==> config.mk <==
export PLATFORM = sky130hd
export DESIGN_NAME = demultiplexer4_tdm
export DESIGN_NICKNAME = d
export VERILOG_FILES = /design/src/rtl/demultiplexer4_tdm.sv
export SDC_FILE = /design/constraint.sdc
export NUM_CORES = 1
export LEC_CHECK = 0
export CORE_UTILIZATION = 40
export CTS_CLUSTER_DIAMETER = 200
export CTS_CLUSTER_SIZE = 30
export DETAILED_ROUTE_END_ITERATION = 8
export PLACE_DENSITY = 0.75
export SYNTH_ARGS = -nofsm -noshare
export SYNTH_HDL_FRONTEND = slang
export SYNTH_SLANG_ARGS = --single-unit
==> constraint.sdc <==
create_clock -name CLK -period 2.1 [get_ports CLK]
set_input_delay 0.525 -clock CLK [delete_from_list [all_inputs] [get_ports CLK]]
set_output_delay 0.525 -clock CLK [all_outputs]
set_load 0.01 [all_outputs]
==> src/rtl/demultiplexer4_tdm.sv <==
// Receive side of a 4-slot TDM link: de-interleaves a Sync-framed sample stream
// into a registered 4-slot word, with an addressed mode for direct slot writes.
module demultiplexer4_tdm #(
  parameter int WIDTH = 1
) (
  input  logic               CLK,
  input  logic               RST_N,
  input  logic [WIDTH-1:0]   D,
  input  logic               Valid,
  input  logic               Sync,
  input  logic               Mode,
  input  logic [1:0]         Address,
  output logic [4*WIDTH-1:0] Y,
  output logic [1:0]         Slot,
  output logic               FrameValid,
  output logic               Error
);

  typedef enum logic {
    HUNT = 1'b0,
    RUN  = 1'b1
  } state_t;

  state_t               r_state, w_state_nxt;
  logic [1:0]           r_slot, w_slot_nxt;
  logic [3*WIDTH-1:0]   r_shadow, w_shadow_nxt;
  logic [4*WIDTH-1:0]   r_y, w_y_nxt;
  logic                 r_fv, w_fv_nxt;
  logic                 r_err, w_err_nxt;

  always_comb begin
    w_state_nxt  = r_state;
    w_slot_nxt   = r_slot;
    w_shadow_nxt = r_shadow;
    w_y_nxt      = r_y;
    w_fv_nxt     = 1'b0;
    w_err_nxt    = 1'b0;

    if (!Mode) begin
      // Addressed mode abandons any partial frame; scan restarts from HUNT.
      w_state_nxt = HUNT;
      w_slot_nxt  = '0;
      if (Valid) begin
        for (int unsigned i = 0; i < 4; i++) begin
          if (Address == 2'(i)) w_y_nxt[i*WIDTH +: WIDTH] = D;
        end
      end
    end else if (Valid) begin
      case (r_state)
        HUNT: begin
          if (Sync) begin
            w_shadow_nxt[WIDTH-1:0] = D;
            w_slot_nxt              = 2'd1;
            w_state_nxt             = RUN;
          end
        end
        RUN: begin
          if (Sync) begin
            // A Sync at any slot other than 0 drops the partial frame and resyncs.
            w_err_nxt               = (r_slot != 2'd0);
            w_shadow_nxt[WIDTH-1:0] = D;
            w_slot_nxt              = 2'd1;
          end else begin
            case (r_slot)
              2'd0: begin
                w_err_nxt   = 1'b1;
                w_state_nxt = HUNT;
                w_slot_nxt  = '0;
              end
              2'd1: begin
                w_shadow_nxt[WIDTH +: WIDTH] = D;
                w_slot_nxt                   = 2'd2;
              end
              2'd2: begin
                w_shadow_nxt[2*WIDTH +: WIDTH] = D;
                w_slot_nxt                     = 2'd3;
              end
              default: begin
                w_y_nxt    = {D, r_shadow};
                w_fv_nxt   = 1'b1;
                w_slot_nxt = '0;
              end
            endcase
          end
        end
        default: begin
          w_state_nxt = HUNT;
          w_slot_nxt  = '0;
        end
      endcase
    end
  end

  always_ff @(posedge CLK or negedge RST_N) begin
    if (!RST_N) begin
      r_state  <= HUNT;
      r_slot   <= '0;
      r_shadow <= '0;
      r_y      <= '0;
      r_fv     <= 1'b0;
      r_err    <= 1'b0;
    end else begin
      r_state  <= w_state_nxt;
      r_slot   <= w_slot_nxt;
      r_shadow <= w_shadow_nxt;
      r_y      <= w_y_nxt;
      r_fv     <= w_fv_nxt;
      r_err    <= w_err_nxt;
    end
  end

  assign Y          = r_y;
  assign Slot       = r_slot;
  assign FrameValid = r_fv;
  assign Error      = r_err;

endmodule
# Word-level counts from Yosys, hierarchy flattened
# Cells that the tools add are included.
[totals] word_cells=72 output_inout_bits=8 in_bits=8 regBits=12
[classes] eq_ne=10 n_bitwise=2 n_mux=33 reduce_logical=16
[ops] op="$reduce_and 5->1" n=6
[ops] op="$mux 4" n=6
[ops] op="$mux 1" n=20
[ops] op="$reduce_bool 2->1" n=5
[ops] op="$mux 2" n=4
[ops] op="$pmux 2 s2" n=2
[ops] op="$eq 2x2->1 const B" n=3
[ops] op="$ne 2x2->1 const B" n=3
[ops] op="$eq 2x1->1 const B" n=2
[ops] op="$logic_not 2->1" n=2
[ops] op="$ne 3x3->1 const B" n=1
[ops] op="$reduce_and 3->1" n=1
[ops] op="$reduce_or 3->1" n=1
[ops] op="$ne 2x1->1 const B" n=1
[ops] op="$not 1->1" n=2
[ops] op="$pmux 1 s2" n=1
[ops] op="$reduce_and 2->1" n=1

# Depth between registers and ports, before layout
[logic_depth] ltp_word=7 depth_mapped=4 mapped_depth_nobuf=4

# Least setup slack after synthesis
# OpenSTA, ideal clock, no wires.
[synth_timing] path_kind="input port to flip-flop" from="input Valid" to="register r_y[3] (netlist: Y[3])" path_stages=4 t_required_ps=1972 t_arrival_ps=1337 setup_time_ps=128 n_path_buf=1 slack_ps=635 cell_sequence="buf_4 > and2b_4 > a32oi_1 > mux2_1"
[synth_via] elab_chain_cells=1
[synth_lines] item="from (decl)" line_no="9" rtl="input logic Valid,"
[synth_lines] item="$reduce_and 5->1 (no source line)"
[synth_lines] item="to (signal assigned)" line_no="106" rtl="r_y <= w_y_nxt;"
[synth_lines] item="to (decl)" line_no="27" rtl="logic [4*WIDTH-1:0] r_y, w_y_nxt;"
# Every way passes these cells.
# A chain may end at the register's enable or synchronous reset.

# Final worst setup path
[layout_timing] from="register r_slot[1] (netlist: Slot[1])" to="output Slot[1]"
[layout_lines] item="from (decl)" line_no="25" rtl="logic [1:0] r_slot, w_slot_nxt;"
[layout_lines] item="from (signal assigned)" line_no="104" rtl="r_slot <= w_slot_nxt;"
[layout_lines] item="to (decl)" line_no="14" rtl="output logic [1:0] Slot,"
# No word-level cell between the ends.

==> impl_metrics.yaml <==
pwr:
  pwr-share-clk: 0.262
  peakVddDrop_v: 0.000366
  power_mw: 0.553
  p_sw_frac: 0.276
  p_switching_mw: 0.153
  seqPwrFrac: 0.496
  internal-power_mw: 0.400
  power_frac_comb: 0.242
  p_per_area_nw_per_um2: 633
  p_leak_nw: 0.381
synthesis:
  ys_ff_latch: 12
  synth-simple-area-share: 0.192
  synth.top_cell.area_share: 0.444
  ys_top_cells_by_area: "dfrtp_1, ha_1, mux2_2"
  synth.avg_cell_area_um2: 10.9
  syn_area_um2: 677
  yosys.area.top_type: "dfrtp_1"
  yosysUniqueCellTypes: 29
  synthXorXnorAreaFrac: 0
  synth_seq_area_share: 0.444
  synth_top_family_by_area: "simple AND/OR/NAND/NOR gates"
  synth-adder-area-share: 0.0924
  synth_compound_area_frac: 0.144
  yosys_warnings: 0
  synthCells: 62
  synth_nets: 75
  synthMuxAreaShare: 0.0665
finish:
  syn_to_final_growth_pct: 29.0
  diodes: 0
  finalInstanceArea_um2: 873
  utilization: 0.567
  nets: 96
  drive_gt1_frac: 0.173
placement:
  place_area_um2: 851
  numPortBuffers: 15
  dpl.hpwl_um: 999
  gp_congestion: 0.764
critical_path:
  arrival_ns: 1.25
  cp_slowest_cell: "clkdlybuf4s50_1"
  cp_cell_sequence: "clkdlybuf4s50_1"
  cp.required_ns: 1.57
  rr_endpoint: "Y[3]"
  critPathMaxStageDelay_ns: 0.56
  reg2reg_depth: 3
  crit_fanout: 5
  critPathLaunchType: "flip-flop"
  critPathTopFamily: "buffers and inverters"
  r2r-start: "Slot[0]"
  end_kind: "output pin"
  reg2reg_slack_ns: 0.80
  setup.worst_path.class: "reg -> out"
  critical_path_buf_inv_count: 1
sta:
  setup-tns-final_ns: 0
  setup_violations: 0
  worstMarginPinSlew_ns: 0.532
  slew_headroom: 0.644
  skew_ns: 0.00856
  worst_hold_slack_ns: 0.515
  final-hold-violation-count: 0
  drv_slew: 0
  rsz0062_at_grt: "false"
  period_needed_ns: 1.77
  fmax_mhz: 564
  fin_crit_sh: 0.845
global_route:
  grtUsageTotal: 0.183
  grt-busiest-layer: "met1"
  use_met3: 0.0638
  grt.overflow.total: 0
  grt_max_degree: 13
  grt_use_met2: 0.248
  grt_pass1_wl_um: 2420
  antenna_found_initial: 0
  grt_pass1_vias: 522
  grt_util_met1: 0.255
status:
  outcome: "finished clean"
drt:
  vias: 533
  ant_nets: 0
  remaining_drc_errors: 0
  first_pass_iters: 3
  vias_per_cell: 5.49
  drt_iter0_drc: 12
  drt-total-wl_um: 1340
  wl_per_cell_um: 13.8
hold_path:
  hold_class: "reg -> reg"
  holdPathEnd: "r_shadow[1]"
  whs_path_depth: 1
  hold_path_startpoint: "r_shadow[1]"
floorplanning:
  fp-row-count: 14
  ios: 16
  coreArea_um2: 1540
  initial_core_util: 0.439
  die_h_um: 43.1
  die-width_um: 43.1
  design.die.area_um2: 1860
cts:
  hold_buffers: 0
  clock-sinks: 12
  ctsResizeCount: 0
  cts_max_level: 1
  insertion_delay_ns: 0.28
  tritoncts: "yes"
  clockRootBuffer: "clkbuf_4"
  cts_setup_buffers: 0
  cts.path.max_buffers: 2
  cts_inserted_buffers: 3
  path_clk_slew_ns: 0.08
run:
  max-cap-violations: 0
-- kinds of logic (layout without fill, tap and decap cells) --
kind of cell               count (synthesis)  in the layout
DFF                                       12             12
buffers and inverters                      8             27
AOI/OAI and AO/OA                         15             15
and+or+nand+nor                           18             18
muxes                                      4              4
adders and majority gates                  5              5
-- state kept, by name, summed over array words and instances, names as in the netlist --
| register | count |
|---|---|
| Error | 1 |
| r_state | 1 |
| FrameValid | 1 |
| Y | 4 |
| r_shadow | 3 |
| Slot | 2 |
-- synth_stat cells, drive strengths merged --
library cell and count:
and4b 2, nor4b 1, a21oi 5, and4bb 1, o41ai 2, and3b 1, o22ai 2, nor2 1
nor2b 1, o31ai 1, nand3 1, and2 1, a32oi 1, buf 2, a211oi 1, nand4bb 1
a311oi 1, o21ai 2, nor3 2, inv 6, nand2 4, dfrtp 12, mux2 4, ha 5
and2b 1, nand4 1
-- cells in the final DEF (no fill, tap or decap), types with 2 or more instances in the layout --
cell,Yosys,final
nor3_1,2,2
buf_4,1,3
nand2_1,4,4
clkbuf_4,0,3
a21oi_1,5,5
o41ai_1,2,2
inv_1,6,6
mux2_2,3,3
dfrtp_1,12,12
o21ai_0,2,2
ha_1,5,5
o22ai_1,2,2
clkdlybuf4s50_1,0,15
-- area by class of cell --
| class | count | area, µm² |
|---|---|---|
| fillers | 132 | 668 |
| multi-input cells | 42 | 335 |
| flip-flops and latches | 12 | 300 |
| repair buffers | 18 | 173 |
| clock buffers | 3 | 22.5 |
| inverters | 6 | 22.5 |
| well taps | 16 | 20.0 |
-- through the flow --
step	cells	setup slack, ns
detailed placement	94	0.125
finish	97	0.326
global route	97	0.266
CTS	97	0.323
global placement	94	0.152
floorplan	62	0.635
-- layer usage --
layer | vias to the layer above | part of all wire
li1 | 268 | -
met2 | 9 | 0.42
met5 | - | 0
met1 | 252 | 0.53
met4 | 0 | 0.022
met3 | 4 | 0.027
-- how the worst max path moves through the flow --
stage / slack, ns / endpoint / depth (start not counted) / from
5_1_grt: 0.27 / Slot[1] / 1 / Slot[1]
4_1_cts: 0.32 / Slot[1] / 1 / Slot[1]
6_report: 0.33 / Slot[1] / 1 / Slot[1]
2_1_floorplan: 0.64 / Y[3] / 4 / Valid
3_3_place_gp: 0.15 / Y[3] / 4 / Mode
3_5_place_dp: 0.12 / Y[3] / 4 / Mode
-- power groups by stage --
stage / logic (mW) / clock network [mW] / registers, mW
after floorplan: 0.0531 / 0 / 0.285
after global placement: 0.132 / 0 / 0.278
after detailed placement: 0.135 / 0 / 0.278
after CTS: 0.135 / 0.147 / 0.274
after global routing: 0.148 / 0.163 / 0.279
final: 0.134 / 0.145 / 0.274
(Power assumes the default switching activity.)
